**src/rtl/day_counter.sv**
```systemverilog
`default_nettype none
// ============================================================================
// Module   : day_counter
// Purpose  : Day-of-week index (0=MON..6=SUN) advanced by the midnight tick,
//            with a button-driven SET mode; optional SET blink via DAY_BLINK_EN.
// Revision : 1.0
// ============================================================================
module day_counter #(
   parameter logic [2:0]  DEFAULT_DAY = 3'd0,
   parameter int unsigned BLINK_HALF  = 25_000_000
) (
   input  logic       clk,
   input  logic       rst_n,
   input  logic       day_tick,
   input  logic       set_btn,
   input  logic       up_btn,
   input  logic       down_btn,
   output logic [2:0] day,
   output logic       set_mode,
   output logic       blank
);

   typedef enum logic [0:0] {
      ST_RUN = 1'b0,
      ST_SET = 1'b1
   } state_t;

   localparam int c_set = 0;
   localparam int c_up  = 1;
   localparam int c_dn  = 2;

   state_t     r_state;
   state_t     w_state_nxt;
   logic [2:0] r_day;
   logic [2:0] w_day_nxt;
   logic [2:0] r_s0;
   logic [2:0] r_s1;
   logic [2:0] r_s2;
   logic [2:0] w_btn;
   logic [2:0] w_edge;

   // Button vectors are ordered {down, up, set}
   assign w_btn  = {down_btn, up_btn, set_btn};
   assign w_edge = r_s1 & ~r_s2;

   always_ff @(posedge clk or negedge rst_n) begin
      if (!rst_n) begin
         r_s0 <= '0;
         r_s1 <= '0;
         r_s2 <= '0;
      end else begin
         r_s0 <= w_btn;
         r_s1 <= r_s0;
         r_s2 <= r_s1;
      end
   end

   // An out-of-range 7 recovers to 0 on the next update in either direction
   function automatic logic [2:0] f_inc(input logic [2:0] d);
      return (d >= 3'd6) ? 3'd0 : d + 3'd1;
   endfunction

   function automatic logic [2:0] f_dec(input logic [2:0] d);
      logic [2:0] v;
      case (d)
         3'd0:    v = 3'd6;
         3'd7:    v = 3'd0;
         default: v = d - 3'd1;
      endcase
      return v;
   endfunction

   always_comb begin
      w_state_nxt = r_state;
      w_day_nxt   = r_day;
      case (r_state)
         ST_RUN: begin
            if (day_tick)
               w_day_nxt = f_inc(r_day);
            if (w_edge[c_set])
               w_state_nxt = ST_SET;
         end
         ST_SET: begin
            if (w_edge[c_set])
               w_state_nxt = ST_RUN;
            else if (w_edge[c_up] && !w_edge[c_dn])
               w_day_nxt = f_inc(r_day);
            else if (w_edge[c_dn] && !w_edge[c_up])
               w_day_nxt = f_dec(r_day);
         end
         default: w_state_nxt = ST_RUN;
      endcase
   end

   always_ff @(posedge clk or negedge rst_n) begin
      if (!rst_n) begin
         r_state <= ST_RUN;
         r_day   <= DEFAULT_DAY;
      end else begin
         r_state <= w_state_nxt;
         r_day   <= w_day_nxt;
      end
   end

   assign day      = r_day;
   assign set_mode = (r_state == ST_SET);

`ifdef DAY_BLINK_EN
   localparam int c_cnt_w = (BLINK_HALF > 1) ? $clog2(BLINK_HALF) : 1;
   localparam logic [c_cnt_w-1:0] c_cnt_last = c_cnt_w'(BLINK_HALF - 1);

   logic [c_cnt_w-1:0] r_cnt;
   logic               r_blank;
   logic               w_restart;

   // Entering, leaving or stepping the day restarts the phase so the new day shows at once
   assign w_restart = (r_state == ST_RUN) || (w_state_nxt == ST_RUN) ||
                      w_edge[c_up] || w_edge[c_dn];

   always_ff @(posedge clk or negedge rst_n) begin
      if (!rst_n) begin
         r_cnt   <= '0;
         r_blank <= 1'b0;
      end else if (w_restart) begin
         r_cnt   <= '0;
         r_blank <= 1'b0;
      end else if (r_cnt == c_cnt_last) begin
         r_cnt   <= '0;
         r_blank <= ~r_blank;
      end else begin
         r_cnt   <= r_cnt + c_cnt_w'(1);
      end
   end

   assign blank = r_blank;
`else
   // No blink hardware; BLINK_HALF has no effect in this build
   assign blank = (BLINK_HALF == 0) ? 1'b0 : 1'b0;
`endif

endmodule
`default_nettype wire

```
**config.mk**
```make
export PLATFORM = sky130hd
export DESIGN_NAME = day_counter
export DESIGN_NICKNAME = d
export VERILOG_FILES = /design/src/rtl/day_counter.sv
export SDC_FILE = /design/constraint.sdc
export NUM_CORES = 1
export LEC_CHECK = 0
export ABC_AREA = 1
export BUFFER_PORTS_ARGS = -buffer_cell sky130_fd_sc_hd__buf_2
export CAP_MARGIN = 15
export CELL_PAD_IN_SITES_DETAIL_PLACEMENT = 1
export CELL_PAD_IN_SITES_GLOBAL_PLACEMENT = 2
export CORE_UTILIZATION = 31
export DETAILED_ROUTE_END_ITERATION = 12
export PLACE_DENSITY = 0.81
export SLEW_MARGIN = 20
export SYNTH_ARGS = -nofsm -noshare
export SYNTH_HDL_FRONTEND = slang
export SYNTH_SLANG_ARGS = --single-unit
```
**constraint.sdc**
```tcl
create_clock -name clk -period 2 [get_ports clk]
set_clock_uncertainty 0.1 [all_clocks]
set_input_delay 0.4 -clock clk [delete_from_list [all_inputs] [get_ports clk]]
set_output_delay 0.4 -clock clk [all_outputs]
set_load 0.05 [all_outputs]
```
After elaboration in Yosys (flattened, before gate mapping)
Index checks and enable logic that the tools add are counted.
{"block": "word_totals", "regBits": 13}
{"block": "classes", "reduce_logical": 6, "n_eq_ne": 4, "bitwise": 3, "n_mux": 10, "n_lt_le_gt_ge": 1, "n_addsub": 2}
{"operator": "3-bit two-way mux", "n": 5}
{"operator": "3-bit one-hot mux with 2 select lines", "n": 2}
{"operator": "2-bit inequality test, second input constant", "n": 2}
{"operator": "3-bit by 1-bit adder with 3-bit output, second input constant", "n": 1}
{"operator": "3-bit AND", "n": 1}
{"operator": "3-bit equality test, second input constant", "n": 1}
{"operator": "3-bit greater-or-equal comparator, second input constant", "n": 1}
{"operator": "3-bit logical NOT", "n": 1}
{"operator": "3-bit by 1-bit inequality test with 1-bit output, second input constant", "n": 1}
{"operator": "3-bit inverter", "n": 1}
{"operator": "3-bit AND reduction", "n": 1}
{"operator": "3-bit by 1-bit subtractor with 3-bit output, second input constant", "n": 1}
{"operator": "1-bit logical AND", "n": 2}
{"operator": "1-bit logical NOT", "n": 2}
{"operator": "1-bit two-way mux", "n": 2}
{"operator": "1-bit one-hot mux with 2 select lines", "n": 1}
{"operator": "1-bit inverter", "n": 1}

Longest topological paths before layout
{"block": "logic_depth", "ltp_word": 8, "ltp_mapped": 9}

Least setup slack after synthesis
No wires, ideal clock.
{"block": "synth_path", "path_type": "register to register", "from": "reg r_day[0] (netlist: day[0])", "to": "reg r_day[2] (netlist: day[2])", "stages_incl_launch_ff": 9, "t_arrival_ns": 1.596, "setup_time_ns": 0.118, "path_slack_ns": 0.186, "period_less_slack_ns": 1.814, "path_cell_list": "dfrtp_1 -> inv_1 -> ha_1 -> ha_1 -> nand3_1 -> nand3_1 -> nand2_1 -> nand2_1 -> nand2_1"}
{"block": "synth_via", "elab_chain_cells": 6}
{"item": "start, declared", "line": "34", "source": "logic [2:0] r_day;"}
{"item": "start signal, assigned", "line": "101", "source": "r_day <= w_day_nxt;"}
{"item": "3-bit by 1-bit subtractor with 3-bit output (tied with other cells)", "line": "68", "source": "default: v = d - 3'd1;"}
{"item": "3-bit one-hot mux with 2 select lines", "line": "65", "source": "case (d)"}
{"item": "3-bit two-way mux", "line": "88", "source": "else if (w_edge[c_dn] && !w_edge[c_up])"}
{"item": "3-bit two-way mux", "line": "86", "source": "else if (w_edge[c_up] && !w_edge[c_dn])"}
{"item": "3-bit two-way mux", "line": "84", "source": "if (w_edge[c_set])"}
{"item": "3-bit one-hot mux with 2 select lines *", "line": "76", "source": "case (r_state)"}
Every way passes the cells marked *; elsewhere a longest branch is shown, timed or not. The select of a mux whose other input is x is not followed.
A chain may end at the register's enable or synchronous reset.

Worst setup path in the final report
{"block": "layout_path", "from": "reg r_state (netlist: set_mode)", "to": "out set_mode"}
{"item": "start, declared", "line": "32", "source": "state_t r_state;"}
{"item": "start signal, assigned", "line": "100", "source": "r_state <= w_state_nxt;"}
{"item": "end, declared", "line": "19", "source": "output logic set_mode,"}
No word-level cell between the ends.

==> flow_summary.ini <==
[finish]
fillers = 267
area_growth_pct = 16.5
utilization_pct = 38.6
fin_cells = 112
n_antenna_cell = 0
multiInputGateArea_um2 = 277
ff_latch_area_um2 = 325
nNetsFinal = 97
drive_gt1_share_pct = 29.4

[placement]
io_buffers = 9
dp_hpwl_um = 891
place_congestion = 0.702
place_worst_setup_slack_ns = 0.464
dp_cells = 107

[die]
die_x_um = 47.8
coreArea_um2 = 1960
placementRows = 16
initial_core_util_pct = 33.2
ioPinCount = 11
dieArea_um2 = 2290
die_y_um = 47.8

[clocking]
htreeDepth = 1
cts_tree = built
clock-sinks = 13
cts_root_buf = clkbuf_4
clockBufferDepth = 2
cts_made_buffers = 3
clk_latency_ns = 0.26
clkTransAtPathRegs_ns = 0.07

[power_and_ir_drop]
clkPwrFrac_pct = 13.7
p_int_uw = 574
totalPowerFinal_mw = 1.11
leakage_nw = 0.407
peakVddDrop_mv = 0.651
seqPwrFrac_pct = 34.7
power_frac_comb_pct = 51.6
swShare_pct = 48.2
switchingPower_uw = 533
pwr_density_cell_nw_per_um2 = 1460

[setup_path]
path_buf_inv = 1
crit_fanout = 8
worstPathRequired_ns = 1.50
slowest_stage = dfrtp_1
arrival_ns = 1.09
cp-start-kind = flop
max_stage_delay_ns = 0.51
crit_path_cell_trace = buf_2
critical_path_class = reg -> out
path_delay_family = flip-flops
cp-end-kind = output pin

[synth]
yosys.area.top_type = dfrtp_1
yosys-top-cells-area = dfrtp_1 (50%), nand2_1 (11%), ha_1 (9.6%), nand2_2 (4.8%), inv_1 (4.6%)
syn_area_per_cell_um2 = 9.04
yosysTopAreaCellShare_pct = 50.0
syn-num-nets = 83
syn_area_um2 = 651
yosysUniqueCellTypes = 17
synth-seq-cells = 13
ys_warn_count = 0
yosysSeqAreaShare_pct = 50.0
netlist_instances = 72

[global_routing]
grt_first_pass_wirelength_um = 1830
antenna_found_initial = 0
grt_max_degree = 14
grt_overflow_total = 0
grt_pass1_vias = 477
track_usage_pct = 11.7

[sta]
setup_ws_ns = 0.406
hold_violations = 0
finalSetupTns_ns = 0
min_period_ns = 1.59
setup_viol = 0
rsz0062_at_grt = no
max_freq_mhz = 627
slew_viol_final = 0
finalCritPeriodShare_pct = 79.7

[route]
vias = 463
drt_first_pass_iters = 4
ant_nets = 0
drt_iter0_drc = 4
wl_per_cell_um = 9.61
route.detailed.drc = 0
avgViaCountPerCell = 4.13
wirelength_um = 1080

[outcome]
status = completed

[flow_run]
maxCapViolCount = 0

[hold_path]
hold_path_class = in -> reg
## final cells by class
class | instances | share of cell area, %
sequential | 13 | 42.9
multi-input combinational | 47 | 36.5
timing repair buffer | 10 | 7.26
inverter | 11 | 5.45
tap | 27 | 4.46
clock buffer | 4 | 3.47
## power by group through the flow
stage	logic [mW]	registers, mW	clock network (mW)
after floorplan	0.330	0.512	0
after global placement	0.573	0.389	0
after detailed placement	0.584	0.392	0
after CTS	0.588	0.387	0.164
after global routing	0.647	0.398	0.172
final	0.572	0.385	0.151
## path summary, 6_finish.rpt
check                      slack (ns)       end     start  cells past startpoint
setup / recovery                 0.41  set_mode  set_mode                      1
hold / removal                   0.13   r_s0[2]  down_btn                      1
setup reg to reg                 0.48    day[2]    day[0]                      8
hold reg to reg                  0.25   r_s1[1]   r_s0[1]                      0
max in group asynchronous        1.14    day[0]     rst_n                      2
min in group asynchronous        0.44   r_s0[1]     rst_n                      2
## synth_stat cells
library cell	count
buf_4	1
inv_1	8
a21oi_1	2
nand2_4	1
nand3_1	4
conb_1	1
nand2_2	5
ha_1	5
dfrtp_1	13
clkinv_1	1
nor2_1	2
inv_2	2
nor2_4	1
nand3_2	2
nand2_1	19
o21ai_1	3
nor2_2	2
## through the flow
step	hold WS, ns	instance area, um2
after floorplan	0.00441	651
after global placement	0.196	722
after detailed placement	0.197	722
after CTS	0.118	758
after global routing	0.113	758
final	0.135	758
## registers in the layout, indices dropped and copies added, names as in the netlist
signal and flops:
set_mode 1, r_s2 3, day 3, r_s0 3, r_s1 3
## timing repair
item                                   4_1_cts  5_1_grt
setup endpoints to repair                    0        0
resized for setup                            0        0
hold buffers                                 1        0
buffers inserted                             0        0
endpoints found under the hold margin       13        0
## cell families after synthesis
family	count (synthesis)	synth area share, %
buffers and inverters	12	7.50
DFF	13	50.0
adders and majority gates	5	9.62
other	1	0.576
and+or+nand+nor	36	28.5
AOI/OAI and AO/OA	5	3.85
## cells in the final DEF, fill, tap and decap left out, drive strengths merged
cell type and instances:
o21ai 3, clkbuf 4, clkinv 1, a21oi 2
dfrtp 13, nand3 6, dlygate4sd3 1, conb 1
ha 5, nor2 5, inv 10, nand2 25
buf 9
## layer usage
layer  vias up  part of all wire [%]  routed length, um  global-route usage, %
met5         -                     0                  0                      0
met4         0                     0                  0                   6.67
met3         0                   2.5                 27                   1.13
met2         9                    52                558                   21.1
met1       211                    46                490                   13.4
li1        243                     -                  -                      -
Note: power is estimated with default switching activity, not from simulation.
